[src/rtl/note_sequencer.sv]
// Note recorder/player: records {octave,note} words into a small register array
// and plays them back one per tempo step, optionally looping.
module note_sequencer #(
  parameter int unsigned DEPTH  = 16,
  parameter int unsigned NOTE_W = 4,
  parameter int unsigned OCT_W  = 2,
  localparam int unsigned AW    = $clog2(DEPTH),
  localparam int unsigned CW    = AW + 1
) (
  input  logic              clk,
  input  logic              reset,
  input  logic              clear,
  input  logic [NOTE_W-1:0] note_data,
  input  logic [OCT_W-1:0]  octave_data,
  input  logic              ld_note,
  input  logic              play_start,
  input  logic              play_stop,
  input  logic              loop_en,
  input  logic              step_pulse,
  output logic [NOTE_W-1:0] note_out,
  output logic [OCT_W-1:0]  octave_out,
  output logic              note_valid,
  output logic [CW-1:0]     count,
  output logic              full,
  output logic              empty,
  output logic              playing,
  output logic              overflow,
  output logic              done
);

  localparam int unsigned WW = OCT_W + NOTE_W;

  typedef enum logic [1:0] {
    IDLE,
    FETCH,
    HOLD,
    DONE
  } state_t;

  state_t          state_q, state_d;
  logic [CW-1:0]   count_q, count_d;
  logic [AW-1:0]   rd_ptr_q, rd_ptr_d;
  logic            ld_q;
  logic [WW-1:0]   word_q, word_d;
  logic            overflow_q, overflow_d;
  logic [WW-1:0]   mem_q [DEPTH];

  logic            rec_event;
  logic            is_full;
  logic            at_last;
  logic            wr_en;
  logic [CW-1:0]   count_m1;

  assign rec_event = ld_note & ~ld_q;
  assign is_full   = (count_q == CW'(DEPTH));
  assign count_m1  = count_q - CW'(1);
  assign at_last   = ({1'b0, rd_ptr_q} == count_m1);

  always_comb begin
    state_d    = state_q;
    count_d    = count_q;
    rd_ptr_d   = rd_ptr_q;
    word_d     = word_q;
    overflow_d = 1'b0;
    wr_en      = 1'b0;
    if (clear) begin
      state_d  = IDLE;
      count_d  = '0;
      rd_ptr_d = '0;
      word_d   = '0;
    end else begin
      unique case (state_q)
        IDLE: begin
          // A start request on a non-empty sequence swallows a coincident record edge.
          if (play_start && (count_q != '0)) begin
            rd_ptr_d = '0;
            state_d  = FETCH;
          end else if (rec_event) begin
            if (is_full) begin
              overflow_d = 1'b1;
            end else begin
              wr_en   = 1'b1;
              count_d = count_q + CW'(1);
            end
          end
        end
        FETCH: begin
          if (play_stop) begin
            state_d = IDLE;
          end else begin
            word_d  = mem_q[rd_ptr_q];
            state_d = HOLD;
          end
        end
        HOLD: begin
          if (play_stop) begin
            state_d = IDLE;
          end else if (step_pulse) begin
            if (!at_last) begin
              rd_ptr_d = rd_ptr_q + AW'(1);
              state_d  = FETCH;
            end else if (loop_en) begin
              rd_ptr_d = '0;
              state_d  = FETCH;
            end else begin
              state_d = DONE;
            end
          end
        end
        DONE: state_d = IDLE;
        default: state_d = IDLE;
      endcase
    end
  end

  always_ff @(posedge clk or negedge reset) begin
    if (!reset) begin
      state_q    <= IDLE;
      count_q    <= '0;
      rd_ptr_q   <= '0;
      ld_q       <= 1'b0;
      word_q     <= '0;
      overflow_q <= 1'b0;
    end else begin
      state_q    <= state_d;
      count_q    <= count_d;
      rd_ptr_q   <= rd_ptr_d;
      ld_q       <= ld_note;
      word_q     <= word_d;
      overflow_q <= overflow_d;
    end
  end

  always_ff @(posedge clk) begin
    if (wr_en) begin
      mem_q[count_q[AW-1:0]] <= {octave_data, note_data};
    end
  end

  assign note_out   = word_q[NOTE_W-1:0];
  assign octave_out = word_q[NOTE_W +: OCT_W];
  assign note_valid = (state_q == HOLD);
  assign playing    = (state_q == FETCH) || (state_q == HOLD);
  // An abort arriving in the DONE cycle suppresses the completion pulse.
  assign done       = (state_q == DONE) && !play_stop && !clear;
  assign overflow   = overflow_q;
  assign count      = count_q;
  assign full       = is_full;
  assign empty      = (count_q == '0);

endmodule

[config.mk]
export PLATFORM = sky130hd
export DESIGN_NAME = note_sequencer
export DESIGN_NICKNAME = d
export VERILOG_FILES = /design/src/rtl/note_sequencer.sv
export SDC_FILE = /design/constraint.sdc
export NUM_CORES = 1
export LEC_CHECK = 0
export CORE_UTILIZATION = 30
export CTS_CLUSTER_DIAMETER = 40
export DETAILED_ROUTE_END_ITERATION = 8
export PLACE_DENSITY = 0.48
export SETUP_SLACK_MARGIN = 0.05
export SLEW_MARGIN = 20
export SYNTH_ARGS = -nofsm -noshare
export SYNTH_HDL_FRONTEND = slang
export SYNTH_SLANG_ARGS = --single-unit
[constraint.sdc]
create_clock -name clk -period 7.3 [get_ports clk]
set_input_delay 1.095 -clock clk [delete_from_list [all_inputs] [get_ports clk]]
set_output_delay 1.095 -clock clk [all_outputs]
set_load 0.01 [all_outputs]
Yosys cells after proc, flatten, opt, wreduce, memory -nomap -nowiden --
Memory sizes are Yosys's and may differ from the RTL's. Cells that the tools add are included.
Cells by class: bitwise operators 2, muxes and demuxes 35, add/sub/neg operators 3, equality and inequality tests 13, reduce and logical (&&, ||, !) cells 17
Operators with widths (count):
- $mux W5 | 5
- $mux W4 | 6
- $mux W6 | 3
- $mux W2 | 7
- $mux W1 | 12
- $ne A3 B3 Y1 const B | 3
- $ne A4 B4 Y1 const B | 2
- $pmux W2 S4 | 1
- $pmux W4 S2 | 1
- $ne A2 B2 Y1 const B | 3
- $reduce_bool A2 Y1 | 3
- $add A5 B1 Y5 const B | 1
- $eq A4 B5 Y1 | 1
- $eq A5 B5 Y1 const B | 1
- $logic_not A5 Y1 | 1
- $reduce_and A5 Y1 | 1
- $reduce_bool A5 Y1 | 1
- $sub A5 B1 Y5 const B | 1
- $add A4 B1 Y4 const B | 1
- $eq A2 B2 Y1 const B | 2
- $reduce_and A2 Y1 | 2
- $reduce_and A4 Y1 | 1
- $logic_and A1 B1 Y1 | 3
- $reduce_bool A3 Y1 | 1
- 6 further kinds | 7
Storage, ports and cells: bits in writable memories 96, output and inout bits 17, register bits 19, input bits 14, memories 1
Memory list:
- mem_q | words 16, bits a word 6, read ports 1, clocked after Yosys merged registers in 0, wr ports 1, RTL line 46 | logic [WW-1:0] mem_q [DEPTH];

Logic depth before layout (Yosys ltp) --
word-level depth 8, mapped depth 8, depth with buffers taken out 8

Worst setup path before layout --
Ideal clock, no wire load.
path type register -> register, start reg count_q[0], in the netlist count[0], end mem mem_q[0][0] (netlist name) (enable), stages on the path, launching flop included 8, period minus slack after synthesis 2.808 ns, setup slack 4.492 ns, arrival time 2.431 ns, setup time 0.377 ns, buffers on the path 0, path through dfrtp_1 > inv_1 > ha_1 > or4b_4 > a21o_1 > nor4_4 > nand2_1 > nor3_1
On the way: cells in the longest elaborated chain, start to end 8, elaborated cells on any way between the ends 10, classes of those cells 1 x eq/ne; 7 x mux; 2 x reduce/logical
Ends and longest elaborated chain:
- start, declared | RTL line 41 | logic [CW-1:0] count_q, count_d;
- start signal, assigned | RTL line 126 | count_q <= count_d;
- $eq A5 B5 Y1 | RTL line 55 | assign is_full = (count_q == CW'(DEPTH));
- $mux W1 | RTL line 79 | if (is_full) begin
- $mux W1 | RTL line 78 | end else if (rec_event) begin
- $mux W1 | RTL line 75 | if (play_start && (count_q != '0)) begin
- $mux W1 | RTL line 72 | unique case (state_q)
- $mux W1 | RTL line 66 | if (clear) begin
- $mux W1 | RTL line 135 | if (wr_en) begin
- $mux W1 (implied by the code) | RTL line 136 | mem_q[count_q[AW-1:0]] <= {octave_data, note_data};
- end, declared | RTL line 46
Several ways; a longest one is shown, not always the timed one.

Worst setup path after layout --
start in clear, end out done
On the way: cells in the longest elaborated chain, start to end 2
Ends and longest elaborated chain:
- start, declared | RTL line 12 | input logic clear,
- $logic_not A1 Y1 | RTL line 145 | assign done = (state_q == DONE) && !play_stop && !clear;
- $logic_and A1 B1 Y1 | RTL line 145
- end, declared | RTL line 28 | output logic done
Every way passes these cells.

==> impl_metrics.csv <==
group,metric,value,unit
run_status,status,"complete, no violations",
clock_tree,cts_root_buffer,"clkbuf_16",
global_routing,grt.total_usage,0.137,
drt,wl_per_cell,18.5,um
placed_design,gp_congestion,0.753,
worst_setup_path,worstSetupStartpointType,"input pin",
floorplanning,die_height,129,um
worst_setup_path,cp_max_fo,19,
clock_tree,clockBufferDepth,2,
placed_design,io_buffer_count,30,
clock_tree,cts_hold_buf,0,
logic_synthesis,ys_seq_area_frac,0.690,
worst_setup_path,cp_slowest_cell,"clkdlybuf4s50_1",
hold_path,hold_class,"register to register",
logic_synthesis,synth.top_cell.area_share,0.592,
clock_tree,post-cts-setup-buffers,0,
clock_tree,clock_sinks,115,
logic_synthesis,synth_cells,291,
placed_design,hpwl,6.94,mm
job,cap_violations,0,
timing,max_slew_margin,0.393,
global_routing,gr-total-overflow,0,
logic_synthesis,synth-compound-area-share,0.0620,
timing,fin_setup_tns,0,ns
logic_synthesis,synth_top_family_by_area,"multiplexers",
worst_setup_path,endpoint_kind,"primary output",
drt,wl,10.3,mm
worst_setup_path,slowest_delay,0.82,ns
floorplanning,ios,31,
floorplanning,fp.dieArea,0.0167,mm^2
layout,drive_gt1_frac,0.188,
logic_synthesis,yosys-top-cells-area,"edfxtp_1 59%, mux4_2 11%, dfrtp_1 9.8%",
drt,drt_first_iter_violations,161,
logic_synthesis,ys_ff_latch,115,
timing,finClkSkew,0.00636,ns
layout,fillers,1492,
clock_tree,insertion_delay,0.40,ns
logic_synthesis,yosys-mux-area-fraction,0.111,
timing,finalHoldViolations,0,
logic_synthesis,synth-simple-area-share,0.0758,
global_routing,first_global_vias,2695,
logic_synthesis,ys_warn_count,0,
worst_setup_path,worst-path-buf-inv,2,
layout,layout.nets,350,
clock_tree,cts_resized,0,
worst_setup_path,critical_path_class,"input pin to primary output",
logic_synthesis,synth_cell_types,38,
drt,vias,2636,
floorplanning,num_rows,46,
global_routing,grt_pass1_wl,16.3,mm
timing,period_share,0.543,
floorplanning,start_util,0.306,
worst_setup_path,crit_required,6.20,ns
logic_synthesis,syn_nets,314,
timing,slew_violations,0,
logic_synthesis,avgSynthCellArea,16.7,um^2
floorplanning,die_x,129,um
worst_setup_path,arrival,2.87,ns
power,irDropWorstVdd,187,uV
global_routing,antenna_found_initial,0,
layout,fin_area,0.00595,mm^2
timing,layout_min_cycle_time,3.96,ns
clock_tree,numCtsBuffers,17,
power,p_leak,1.94,nW
layout,area_growth_syn_to_layout,22.2,%
drt,drcViolationCount,0,
layout,antennaDiodeCount,0,
logic_synthesis,synth_fa_ha_area_frac,0.0231,
placed_design,postPlaceCellArea,0.00539,mm^2
clock_tree,h-tree-depth,4,
clock_tree,tritoncts,"done",
worst_setup_path,path_cells,"clkdlybuf4s50_1 -> nor3b_1 -> clkdlybuf4s50_1",
worst_setup_path,crit_family,"buffers and inverters",
timing,setup_viol_count_final,0,
logic_synthesis,syn_area,0.00487,mm^2
power,powerDensity,280,mW/mm^2
timing,rsz0062_at_grt,"false",
drt,dr.pass1.iters,4,
timing,worst_pin_slew,0.910,ns
clock_tree,clk_pin_slew,0.05,ns
drt,ant_nets,0,
worst_setup_path,worst_path_most_repeated_cell,"clkdlybuf4s50_1",
timing,max_freq,0.252,GHz
logic_synthesis,synth_largest_area_cell,"edfxtp_1",
drt,vias_per_cell,4.74,
floorplanning,core_area,0.0159,mm^2
global_routing,grt_start_max_net_pins,30,
logic_synthesis,synth_xor_area_frac,0.0190,
-- layout by cell type, fill, tap and decap left out, types with 5 or more instances in the layout --
cell             Yosys  layout
nand2b_1             7       7
a22oi_1             12      12
clkbuf_16            0      17
clkdlybuf4s50_1      0      30
inv_1                9       9
edfxtp_1            96      96
ha_1                 9       9
nand2_1              8       8
nor2_1              30      30
clkinvlp_4           0       5
a21oi_1             14      14
dfrtp_1             19      18
mux4_2              24      24
xnor2_1              5       5
nor3_1               7       7
-- synthesized netlist by cell type, drive strengths merged --
cell	instances
a2111oi	1
a21o	1
a21oi	14
a22oi	12
a311oi	1
a31o	2
a31oi	1
a32o	3
and2	1
and3	2
and4bb	1
buf	7
clkbuf	7
dfrtp	19
edfxtp	96
ha	9
inv	9
mux4	24
nand2	8
nand2b	7
nand3	2
nand4	2
nand4b	1
nor2	30
nor2b	2
nor3	7
nor3b	3
nor4	1
nor4b	1
o21ai	4
o31a	1
o32ai	1
or2	1
or4b	1
xnor2	5
xnor3	1
xor2	3
-- area by class of cell --
type                       count  area, um^2  area share
clock inverter                15         133      0.0223
sequential                   115        3360       0.565
clock buffer                  17         425      0.0715
timing repair buffer          31         308      0.0518
tap                          216         270      0.0455
inverter                       9        33.8     0.00568
multi-input combinational    153        1420       0.238
-- routing by layer --
layer	GRT usage	wire length [um]
met1	0.187	4850
met2	0.209	4860
met3	0.0359	464
met4	0.0498	131
met5	0	0
-- worst paths after layout --
kind                            startpoint           to  cells past startpoint  slack [ns]
min in group asynchronous            reset   state_q[1]                      1        1.20
worst min register to register   word_q[3]    word_q[3]                      2        0.54
worst max-delay path                 clear         done                      3        3.34
worst max register to register    count[0]  mem_q[1][4]                      7        3.90
max in group asynchronous            reset  rd_ptr_q[0]                      1        5.49
worst min-delay path             word_q[3]    word_q[3]                      2        0.54
-- where the power goes --
group	internal, mW	total, mW	switching, mW
clock network	0.469	0.768	0.300
logic	0.0659	0.156	0.0900
registers	0.726	0.739	0.0135
-- kinds of logic after synthesis --
kind of cell             Yosys count
AO/OA/AOI/OAI                     41
AND/OR/NAND/NOR                   70
adder cells (fa/ha/maj)            9
buffers and inverters             23
multiplexers                      24
XOR/XNOR                           9
flip-flops                       115
-- worst reg2reg max path, delay by kind of cell (launching register included) --
kind            cells  cell delay, ns
compound gates      1            0.26
buf+inv             1            0.15
flops               1            0.49
simple gates        4            1.81
fa+ha+maj           1            0.32
-- sequential cells by signal, summed over array words and instances (netlist names) --
signal    flops
mem_q        96
word_q        6
count         5
rd_ptr_q      4
state_q       2
ld_q          1
overflow      1
-- per-stage QoR --
stage | setup slack (ns) | hold slack [ns] | util | total power, mW | instances
after floorplan | 4.49 | 0.549 | - | 0.842 | 291
after CTS | 3.31 | 0.548 | 0.374 | 1.68 | 556
after detailed placement | 3.32 | 0.534 | 0.339 | 0.910 | 524
final | 3.34 | 0.541 | 0.374 | 1.66 | 556
after global placement | 3.34 | 0.518 | 0.339 | 0.910 | 524
after global routing | 3.27 | 0.561 | 0.374 | 1.73 | 556
Note: power is estimated with default switching activity, not from simulation.
